## src/rtl/pep_common_param_pkg.sv

```systemverilog
// rtl/pep_common_param_pkg.sv - PEP-wide common parameters.
// Purpose: sizes shared by every PEP block.
// Contents: BPBS_NB_WW, width of a per-batch PBS count.
package pep_common_param_pkg;

  localparam int BPBS_NB_WW = 6;

endpackage

```

## src/rtl/pep_ks_common_param_pkg.sv

```systemverilog
// rtl/pep_ks_common_param_pkg.sv - Key-switch command types shared by issue and receive sides.
// Purpose: ks_batch_cmd_t layout, its flat width, ks_loop width and the issue FSM states.
// Contents: KS_BLOCK_COL_W, ks_batch_cmd_t {pbs_nb, ks_loop}, KS_BATCH_CMD_W, ks_issue_state_e.
package pep_ks_common_param_pkg;

  import pep_common_param_pkg::*;

  localparam int KS_BLOCK_COL_W = 5;

  typedef struct packed {
    logic [BPBS_NB_WW-1:0]     pbs_nb;
    logic [KS_BLOCK_COL_W-1:0] ks_loop;
  } ks_batch_cmd_t;

  localparam int KS_BATCH_CMD_W = $bits(ks_batch_cmd_t);

  typedef enum logic [1:0] {
    KS_ISSUE_FILL      = 2'd0,
    KS_ISSUE_WAIT_CRED = 2'd1,
    KS_ISSUE_SEND      = 2'd2
  } ks_issue_state_e;

endpackage

```

## src/rtl/pep_ks_batch_credit.sv

```systemverilog
// rtl/pep_ks_batch_credit.sv - In-flight batch counter with sticky underflow flag.
// Purpose: tracks batches issued but not yet retired; shared by issue and receive sides.
// Ports:
//   clk, a_rst_n : clock, asynchronous active-low reset
//   inc_i        : one batch issued this cycle
//   dec_i        : one batch retired this cycle
//   cnt_o        : batches outstanding
//   err_o        : sticky, set when a retire arrives with nothing outstanding
module pep_ks_batch_credit #(
  parameter int MAX_INFLIGHT = 2,
  parameter int CNT_W        = $clog2(MAX_INFLIGHT + 1)
) (
  input  logic             clk,
  input  logic             a_rst_n,
  input  logic             inc_i,
  input  logic             dec_i,
  output logic [CNT_W-1:0] cnt_o,
  output logic             err_o
);

  logic [CNT_W-1:0] cnt_q, cnt_d;
  logic             err_q;

  // Simultaneous inc and dec cancel; a dec at zero leaves the count at zero.
  always_comb begin
    cnt_d = cnt_q;
    if (inc_i && !dec_i) begin
      cnt_d = cnt_q + 1'b1;
    end else if (dec_i && !inc_i && (cnt_q != '0)) begin
      cnt_d = cnt_q - 1'b1;
    end
  end

  always_ff @(posedge clk or negedge a_rst_n) begin
    if (!a_rst_n) begin
      cnt_q <= '0;
      err_q <= 1'b0;
    end else begin
      cnt_q <= cnt_d;
      if (dec_i && (cnt_q == '0)) begin
        err_q <= 1'b1;
      end
    end
  end

  assign cnt_o = cnt_q;
  assign err_o = err_q;

endmodule

```

## src/rtl/pep_ks_batch_cmd_issue.sv

```systemverilog
// rtl/pep_ks_batch_cmd_issue.sv - Groups PBS requests into batches and issues ks_batch_cmd_t.
// Purpose: counts PBS requests, closes a batch on full / flush / idle timeout, and issues one
//   command per batch to the key-switch core, limited by an in-flight credit counter.
// Optional feature: PEP_KS_BATCH_TIMEOUT_EN builds the idle-timeout closer; without it
//   cfg_timeout is ignored.
// Ports:
//   clk, a_rst_n     : clock, asynchronous active-low reset
//   cfg_ks_loop      : ks_loop stamped into new batches
//   cfg_timeout      : idle cycles before a partial batch closes (0 = never)
//   in_pbs_vld/rdy   : PBS request handshake
//   in_flush         : close the current partial batch
//   batch_cmd/_vld/_rdy : command to the core, {pbs_nb, ks_loop}
//   ks_batch_done    : one batch retired by the core
//   inflight_cnt     : batches outstanding
//   err_credit       : sticky, done received with nothing outstanding
module pep_ks_batch_cmd_issue
  import pep_common_param_pkg::*;
  import pep_ks_common_param_pkg::*;
#(
  parameter int BATCH_PBS_MAX = 32,
  parameter int MAX_INFLIGHT  = 2,
  parameter int TIMEOUT_W     = 16
) (
  input  logic                               clk,
  input  logic                               a_rst_n,
  input  logic [KS_BLOCK_COL_W-1:0]          cfg_ks_loop,
  input  logic [TIMEOUT_W-1:0]               cfg_timeout,
  input  logic                               in_pbs_vld,
  output logic                               in_pbs_rdy,
  input  logic                               in_flush,
  output logic [KS_BATCH_CMD_W-1:0]          batch_cmd,
  output logic                               batch_cmd_vld,
  input  logic                               batch_cmd_rdy,
  input  logic                               ks_batch_done,
  output logic [$clog2(MAX_INFLIGHT+1)-1:0]  inflight_cnt,
  output logic                               err_credit
);

  localparam int                    CNT_W   = $clog2(MAX_INFLIGHT + 1);
  localparam logic [CNT_W-1:0]      MAX_CNT = CNT_W'(MAX_INFLIGHT);
  localparam logic [BPBS_NB_WW-1:0] PBS_MAX = BPBS_NB_WW'(BATCH_PBS_MAX);

  ks_issue_state_e          state_q;
  logic                     rdy_q;
  logic                     vld_q;
  ks_batch_cmd_t            cmd_q;
  logic [BPBS_NB_WW-1:0]    pbs_cnt_q, pbs_cnt_d;

  logic accept, issue, credit_ok, close, timeout_hit;

`ifdef PEP_KS_BATCH_TIMEOUT_EN
  logic [TIMEOUT_W-1:0] idle_q, idle_d;
  logic                 idle_run;

  // Idle cycles are counted only while a partial batch is open and nothing arrives.
  always_comb begin
    idle_run    = (state_q == KS_ISSUE_FILL) && (pbs_cnt_q != '0) && !accept;
    idle_d      = idle_run ? idle_q + 1'b1 : '0;
    timeout_hit = idle_run && (cfg_timeout != '0) && (idle_d == cfg_timeout);
  end

  always_ff @(posedge clk or negedge a_rst_n) begin
    if (!a_rst_n) begin
      idle_q <= '0;
    end else begin
      idle_q <= idle_d;
    end
  end
`else
  logic unused_cfg_timeout;
  assign unused_cfg_timeout = ^cfg_timeout;
  assign timeout_hit        = 1'b0;
`endif

  always_comb begin
    accept    = in_pbs_vld & rdy_q;
    issue     = vld_q & batch_cmd_rdy;
    pbs_cnt_d = pbs_cnt_q + {{(BPBS_NB_WW-1){1'b0}}, accept};
    // A done this cycle frees its credit in time for a close or wake-up on the same edge.
    credit_ok = (inflight_cnt < MAX_CNT) | ks_batch_done;
    close     = (state_q == KS_ISSUE_FILL)
              & ((accept & (pbs_cnt_d == PBS_MAX))
                 | (in_flush & (pbs_cnt_d != '0))
                 | timeout_hit);
  end

  always_ff @(posedge clk or negedge a_rst_n) begin
    if (!a_rst_n) begin
      state_q   <= KS_ISSUE_FILL;
      rdy_q     <= 1'b0;
      vld_q     <= 1'b0;
      cmd_q     <= '0;
      pbs_cnt_q <= '0;
    end else begin
      case (state_q)
        KS_ISSUE_FILL: begin
          if (close) begin
            cmd_q.pbs_nb  <= pbs_cnt_d;
            cmd_q.ks_loop <= cfg_ks_loop;
            pbs_cnt_q     <= '0;
            rdy_q         <= 1'b0;
            if (credit_ok) begin
              state_q <= KS_ISSUE_SEND;
              vld_q   <= 1'b1;
            end else begin
              state_q <= KS_ISSUE_WAIT_CRED;
            end
          end else begin
            pbs_cnt_q <= pbs_cnt_d;
            rdy_q     <= 1'b1;
          end
        end
        KS_ISSUE_WAIT_CRED: begin
          if (credit_ok) begin
            state_q <= KS_ISSUE_SEND;
            vld_q   <= 1'b1;
          end
        end
        KS_ISSUE_SEND: begin
          if (issue) begin
            state_q <= KS_ISSUE_FILL;
            vld_q   <= 1'b0;
            rdy_q   <= 1'b1;
          end
        end
        default: begin
          state_q <= KS_ISSUE_FILL;
          vld_q   <= 1'b0;
          rdy_q   <= 1'b0;
        end
      endcase
    end
  end

  pep_ks_batch_credit #(
    .MAX_INFLIGHT (MAX_INFLIGHT),
    .CNT_W        (CNT_W)
  ) u_credit (
    .clk     (clk),
    .a_rst_n (a_rst_n),
    .inc_i   (issue),
    .dec_i   (ks_batch_done),
    .cnt_o   (inflight_cnt),
    .err_o   (err_credit)
  );

  assign in_pbs_rdy    = rdy_q;
  assign batch_cmd_vld = vld_q;
  assign batch_cmd     = cmd_q;

endmodule

```

## config.mk

```make
export PLATFORM = sky130hd
export DESIGN_NAME = pep_ks_batch_cmd_issue
export DESIGN_NICKNAME = d
export VERILOG_FILES = /design/src/rtl/pep_common_param_pkg.sv /design/src/rtl/pep_ks_common_param_pkg.sv /design/src/rtl/pep_ks_batch_credit.sv /design/src/rtl/pep_ks_batch_cmd_issue.sv
export SDC_FILE = /design/constraint.sdc
export NUM_CORES = 1
export LEC_CHECK = 0
export ABC_CLOCK_PERIOD_IN_PS = 3500
export CORE_MARGIN = 2
export CORE_UTILIZATION = 24
export DETAILED_ROUTE_END_ITERATION = 8
export MAX_ROUTING_LAYER = met4
export SLEW_MARGIN = 10
export SYNTH_ARGS = -nofsm -noshare
export SYNTH_HDL_FRONTEND = slang
export SYNTH_SLANG_ARGS = --single-unit
export TNS_END_PERCENT = 1
```

## constraint.sdc

```tcl
create_clock -name clk -period 3.5 [get_ports clk]
set_clock_uncertainty 0.15 [all_clocks]
set_input_delay 0.875 -clock clk [delete_from_list [all_inputs] [get_ports clk]]
set_output_delay 0.875 -clock clk [all_outputs]
set_load 0.02 [all_outputs]
```

==> reports/metrics.yaml, run 1 <==
sta:
  maxSlewViolCount: 0
  period_share_pct: 93.15
  hold_viol_final: 0
  setup_violations: 0
  clock.fmax_mhz: 306.7
  worstMarginPinSlew_ns: 0.3851
  finalSetupTns_ns: 0
  slew_headroom_pct: 74.23
  rsz0062_at_grt: "no"
  min_period_ns: 3.260
logic_synthesis:
  synth_fa_ha_area_share_pct: 2.047
  synth-simple-area-share_pct: 20.37
  synth.avg_cell_area_um2: 10.63
  synth_seq_area_share_pct: 49.13
  syn-cell-area_mm2: 0.001222
  synth_ff_type: "dfrtp_1"
  synthXorXnorAreaFrac_pct: 2.866
  synth_cell_types: 34
  synth_seq_cells: 24
  yosysWarnings: 0
  synth-edff-count: 0
  synthArstFlopShare_pct: 100.0
  synth_compound_area_share_pct: 13.51
  syn_nets: 144
  syn-instance-count: 115
  synth_top_family_by_area: "simple AND/OR/NAND/NOR gates"
  synth_mux_area_share_pct: 10.03
worst_hold_path:
  hold_end: "u_credit.err_o"
  min_path_cells: 1
  hold_path.class: "register to register"
  min-delay-start: "u_credit.err_o"
clock_network:
  cts_root_buffer: "clkbuf_8"
  cts.repair.resized: 0
  clk_path_buf_depth: 2
  clkTransAtPathRegs_ns: 0.09
  post-cts-setup-buffers: 0
  cts_tree: "built"
  clock_sinks: 24
  clkLatencyLatePin_ns: 0.27
  cts_hold_buf: 0
  numCtsBuffers: 3
  htree_num_levels: 1
grt:
  grt_pass1_wl_um: 4333
  grt_overflow: 0
  antenna_found_initial: 0
  grt_pass1_vias: 989
  grt_max_degree: 25
  grt_use_total_pct: 10.40
power:
  p_leak_nw: 0.7026
  power_density_mw_per_mm2: 726.3
  ir_drop_v: 0.0002681
worst_setup_path:
  ff2ff_setup_slack_ns: 0.83
  reg2reg_from: "in_pbs_rdy"
  worstReg2RegEnd: "batch_cmd[3]"
  required_ns: 3.52
  startpoint_type: "input port"
  cp.arrival_ns: 3.28
  end_kind: "register"
  r2r.worst_path.cells: 8
  crit_path_max_fanout: 6
  worstSetupPathType: "input port to register"
floorplan:
  coreArea_mm2: 0.004817
  die_w_um: 75.37
  io_pins: 43
  start_util_pct: 25.38
  rows: 25
  fp.dieH_um: 75.37
  die-area_mm2: 0.005681
final_layout:
  nets: 180
  regArea_um2: 600.6
  design_area_mm2: 0.001677
  fillers: 504
  final_common_cell: "clkdlybuf4s50_1"
  final_cell_mix: "26 x clkdlybuf4s50_1, 24 x dfrtp_1, 14 x o21ai_0, 12 x nand2_1, 10 x mux2_2"
  multi_input_area_um2: 596.8
  drive_above_1_share_pct: 19.33
  diodes: 0
  area_growth_pct: 37.15
  stdcell_count: 217
detailed_routing:
  wl_um: 2611
  drt_iter0_markers: 51
  route.vias.total: 990
  firstDrtPassIters: 4
  drc: 0
  wl_per_cell_um: 12.03
  viasPerCell: 4.562
  antenna_left: 0
status:
  status: "complete, no violations"
job:
  drv_cap: 0
placed_design:
  hpwl_um: 1940
  port_buffers: 26
  gp_congestion: 0.9078
  dp.cells: 213
  placed_area_mm2: 0.001605
[through the flow]
step / utilization [%] / setup slack [ns] / power, mW / hold WS [ns]
floorplan: - / 0.5025 / 0.7619 / 0.3063
global placement: 33.32 / -0.02223 / 0.9711 / 0.3102
detailed placement: 33.32 / -0.05751 / 0.9859 / 0.3095
CTS: 34.81 / 0.2244 / 1.237 / 0.3456
global route: 34.81 / 0.1043 / 1.300 / 0.3722
finish: 34.81 / 0.2398 / 1.218 / 0.3354
[state kept, by name, summed over array words and instances (netlist names)]
name            flops
u_credit.err_o      1
state_q             2
u_credit.cnt_o      2
batch_cmd          11
in_pbs_rdy          1
batch_cmd_vld       1
pbs_cnt_q           6
[layer usage]
metal / up-vias / routed length [um] / GRT usage, %
li1: 484 / - / -
met1: 481 / 1210 / 12.77
met2: 21 / 1251 / 16.81
met3: 4 / 107 / 2.116
met4: 0 / 41 / 4.094
met5: - / 0 / -
[cell type report]
| class | instances | share of cell area, % |
|---|---|---|
| Sequential cell | 24 | 35.82 |
| Multi-Input combinational cell | 87 | 35.60 |
| Timing Repair Buffer | 34 | 19.10 |
| Tap cell | 67 | 5.000 |
| Clock buffer | 3 | 2.463 |
| Clock inverter | 1 | 1.791 |
| Inverter | 1 | 0.2239 |
[cell usage after synthesis (3+ instances only)]
cell type,count,area [um2]
a31oi_1,3,18.77
nor2_1,6,22.52
o21ai_0,14,70.07
nand2_1,12,45.04
and2_1,5,31.28
dfrtp_1,24,600.6
nand2b_1,3,18.77
mux2_2,10,112.6
nand3_1,3,15.01
xnor2_1,3,26.28
[power breakdown]
group / switching (mW) / total [mW] / leakage, nW / internal (mW)
clock network: 0.0925 / 0.245 / 0.0357 / 0.153
registers: 0.0575 / 0.410 / 0.304 / 0.353
logic: 0.283 / 0.562 / 0.363 / 0.279
total: 0.433 / 1.22 / 0.703 / 0.785
[worst max path at each step]
stage / cells after the start / to / startpoint / slack (ns)
floorplan: 8 / batch_cmd[0] / in_pbs_vld / 0.50
global placement: 9 / batch_cmd[1] / in_pbs_vld / -0.02
detailed placement: 9 / batch_cmd[3] / in_pbs_vld / -0.06
CTS: 9 / batch_cmd[3] / in_pbs_vld / 0.22
global route: 9 / batch_cmd[3] / in_pbs_vld / 0.10
finish: 9 / batch_cmd[3] / in_pbs_vld / 0.24
[critical path: stages]
cell and delay [ns]:
clkdlybuf4s50_1 0.40, and2_1 0.17, ha_1 0.23, ha_1 0.24, nor4_1 0.36, a31oi_1 0.16, and2_1 0.21, nor3_4 0.25
mux2_2 0.37
[logic make-up after synthesis]
group | Yosys count
buffers and inverters | 4
AO/OA/AOI/OAI | 26
multiplexers | 11
AND/OR/NAND/NOR | 44
flip-flops | 24
adder cells (fa/ha/maj) | 2
XOR/XNOR | 4
Power figures use the tool's default switching activity.
==> inputs of run 2 (changes only) <==
--- a/config.mk
+++ b/config.mk
@@ -6,10 +6,10 @@
 export NUM_CORES = 1
 export LEC_CHECK = 0
 export ABC_CLOCK_PERIOD_IN_PS = 3500
-export CORE_MARGIN = 2
-export CORE_UTILIZATION = 24
+export CORE_UTILIZATION = 44
 export DETAILED_ROUTE_END_ITERATION = 8
 export MAX_ROUTING_LAYER = met4
+export PLACE_DENSITY = 0.78
 export SLEW_MARGIN = 10
 export SYNTH_ARGS = -nofsm -noshare
 export SYNTH_HDL_FRONTEND = slang
==> reports/metrics.yaml, run 2 (synthesis results as in run 1) <==
floorplan:
  die_w_um: 54.71
  start_util_pct: 48.03
  fp.dieH_um: 54.71
  rows: 18
  io_pins: 43
  coreArea_mm2: 0.002545
  die-area_mm2: 0.002993
clock_network:
  cts_root_buffer: "clkbuf_4"
  clkLatencyLatePin_ns: 0.32
  clk_path_buf_depth: 2
  numCtsBuffers: 3
  cts_hold_buf: 0
  post-cts-setup-buffers: 0
  cts.repair.resized: 0
  cts_tree: "built"
  clock_sinks: 24
  htree_num_levels: 1
  clkTransAtPathRegs_ns: 0.12
sta:
  slew_headroom_pct: 72.95
  worst_slack_ns: 0.3363
  maxSlewViolCount: 0
  hold_viol_final: 0
  clock.fmax_mhz: 316.1
  worstMarginPinSlew_ns: 0.4015
  rsz0062_at_grt: "no"
  period_share_pct: 90.39
  setup_violations: 0
  min_period_ns: 3.164
final_layout:
  multi_input_area_um2: 596.8
  largest_reg_flops: 11
  drive_above_1_share_pct: 17.12
  design_area_mm2: 0.001559
  area_growth_pct: 27.53
  nets: 177
  final_common_cell: "clkdlybuf4s50_1"
  regArea_um2: 600.6
  fillers: 232
  diodes: 0
  final_cell_mix: "26 x clkdlybuf4s50_1, 24 x dfrtp_1, 14 x o21ai_0, 12 x nand2_1, 10 x mux2_2"
detailed_routing:
  drc: 0
  firstDrtPassIters: 6
  antenna_left: 0
  drt_iter0_markers: 7
  viasPerCell: 5.574
  wl_um: 2468
  route.vias.total: 981
  wl_per_cell_um: 14.02
worst_setup_path:
  cp.arrival_ns: 3.23
  ff2ff_setup_slack_ns: 0.86
  worstSetupPathType: "input port to register"
  reg2reg_from: "in_pbs_rdy"
  path_delay_family: "simple AND/OR/NAND/NOR gates"
  crit_path_max_fanout: 6
  worst-path-buf-inv: 1
  crit_chain: "clkdlybuf4s50_1 > and2_1 > ha_1 > ha_1 > nor4_1 > a31oi_1 > and2_1 > nor3_4 > mux2_2"
  cpPeakStageDelay_ns: 0.39
  worstReg2RegEnd: "batch_cmd[0]"
  worst_path_max_delay_cell: "clkdlybuf4s50_1"
  r2r.worst_path.cells: 8
  end_kind: "register"
  required_ns: 3.57
  cp-startpoint: "in_pbs_vld"
  startpoint_type: "input port"
job:
  drv_cap: 0
power:
  p_comb_share_pct: 51.2
  p_int_mw: 0.6659
  switchingPower_mw: 0.4321
  p_leak_nw: 0.6650
  p_seq_share_pct: 37.5
  p_sw_share_pct: 39.35
  p_clk_share_pct: 11.3
  ir_drop_v: 0.0005610
  power_density_mw_per_mm2: 704.2
grt:
  grt_pass1_wl_um: 3939
  grt_use_total_pct: 19.57
  grt_overflow: 0
  grt_pass1_vias: 923
  antenna_found_initial: 0
  grt_max_degree: 25
placed_design:
  placed_area_mm2: 0.001536
  place_ws_ns: -0.01424
  hpwl_um: 1882
  gp_congestion: 0.9141
  port_buffers: 26
worst_hold_path:
  hold_path.class: "register to register"
  min-delay-start: "u_credit.err_o"
  hold_end: "u_credit.err_o"
  min_path_cells: 1
status:
  status: "complete, no violations"
-- run 2: cell types whose count changed in the layout (fill, tap and decap cells not counted) --
cell       before  now
buf_4           8    5
bufinv_16       1    0
clkbuf_4        0    3
clkbuf_8        3    0
-- run 2: final cells by class --
type / instances / area share (%)
Sequential cell: 24 / 38.52
Multi-Input combinational cell: 87 / 38.28
Timing Repair Buffer: 31 / 19.10
Tap cell: 30 / 2.408
Clock buffer: 3 / 1.445
Inverter: 1 / 0.2408
-- run 2: stage by stage --
stage,utilization [%],total power [mW],hold slack (ns),cells,TNS [ns]
floorplan,-,0.7619,0.3063,115,0
global placement,60.37,0.9567,0.2983,173,0
detailed placement,60.37,0.9825,0.3091,173,-0.06139
global route,61.26,1.167,0.3625,176,0
CTS,61.26,1.105,0.3388,176,0
finish,61.26,1.098,0.3363,176,0
-- run 2: worst max-delay path by stage --
stage,slack (ns),to,depth (start not counted)
floorplan,0.50,batch_cmd[0],8
global placement,0.02,batch_cmd[1],9
detailed placement,-0.01,batch_cmd[1],9
CTS,0.33,batch_cmd[1],9
global route,0.12,batch_cmd[3],9
finish,0.34,batch_cmd[0],9
-- run 2: per-layer routing --
layer,part of all wire [%],global-route usage [%]
met5,0,-
met4,1.2,9.402
met3,3.5,3.333
met2,51,30.52
met1,44,24.43
-- run 2: power by group through the flow --
stage / combinational (mW) / sequential, mW / clock (mW)
6_report: 0.562 / 0.412 / 0.124
4_1_cts: 0.568 / 0.413 / 0.125
2_1_floorplan: 0.283 / 0.479 / 0
3_3_place_gp: 0.546 / 0.411 / 0
5_1_grt: 0.610 / 0.425 / 0.133
3_5_place_dp: 0.563 / 0.419 / 0
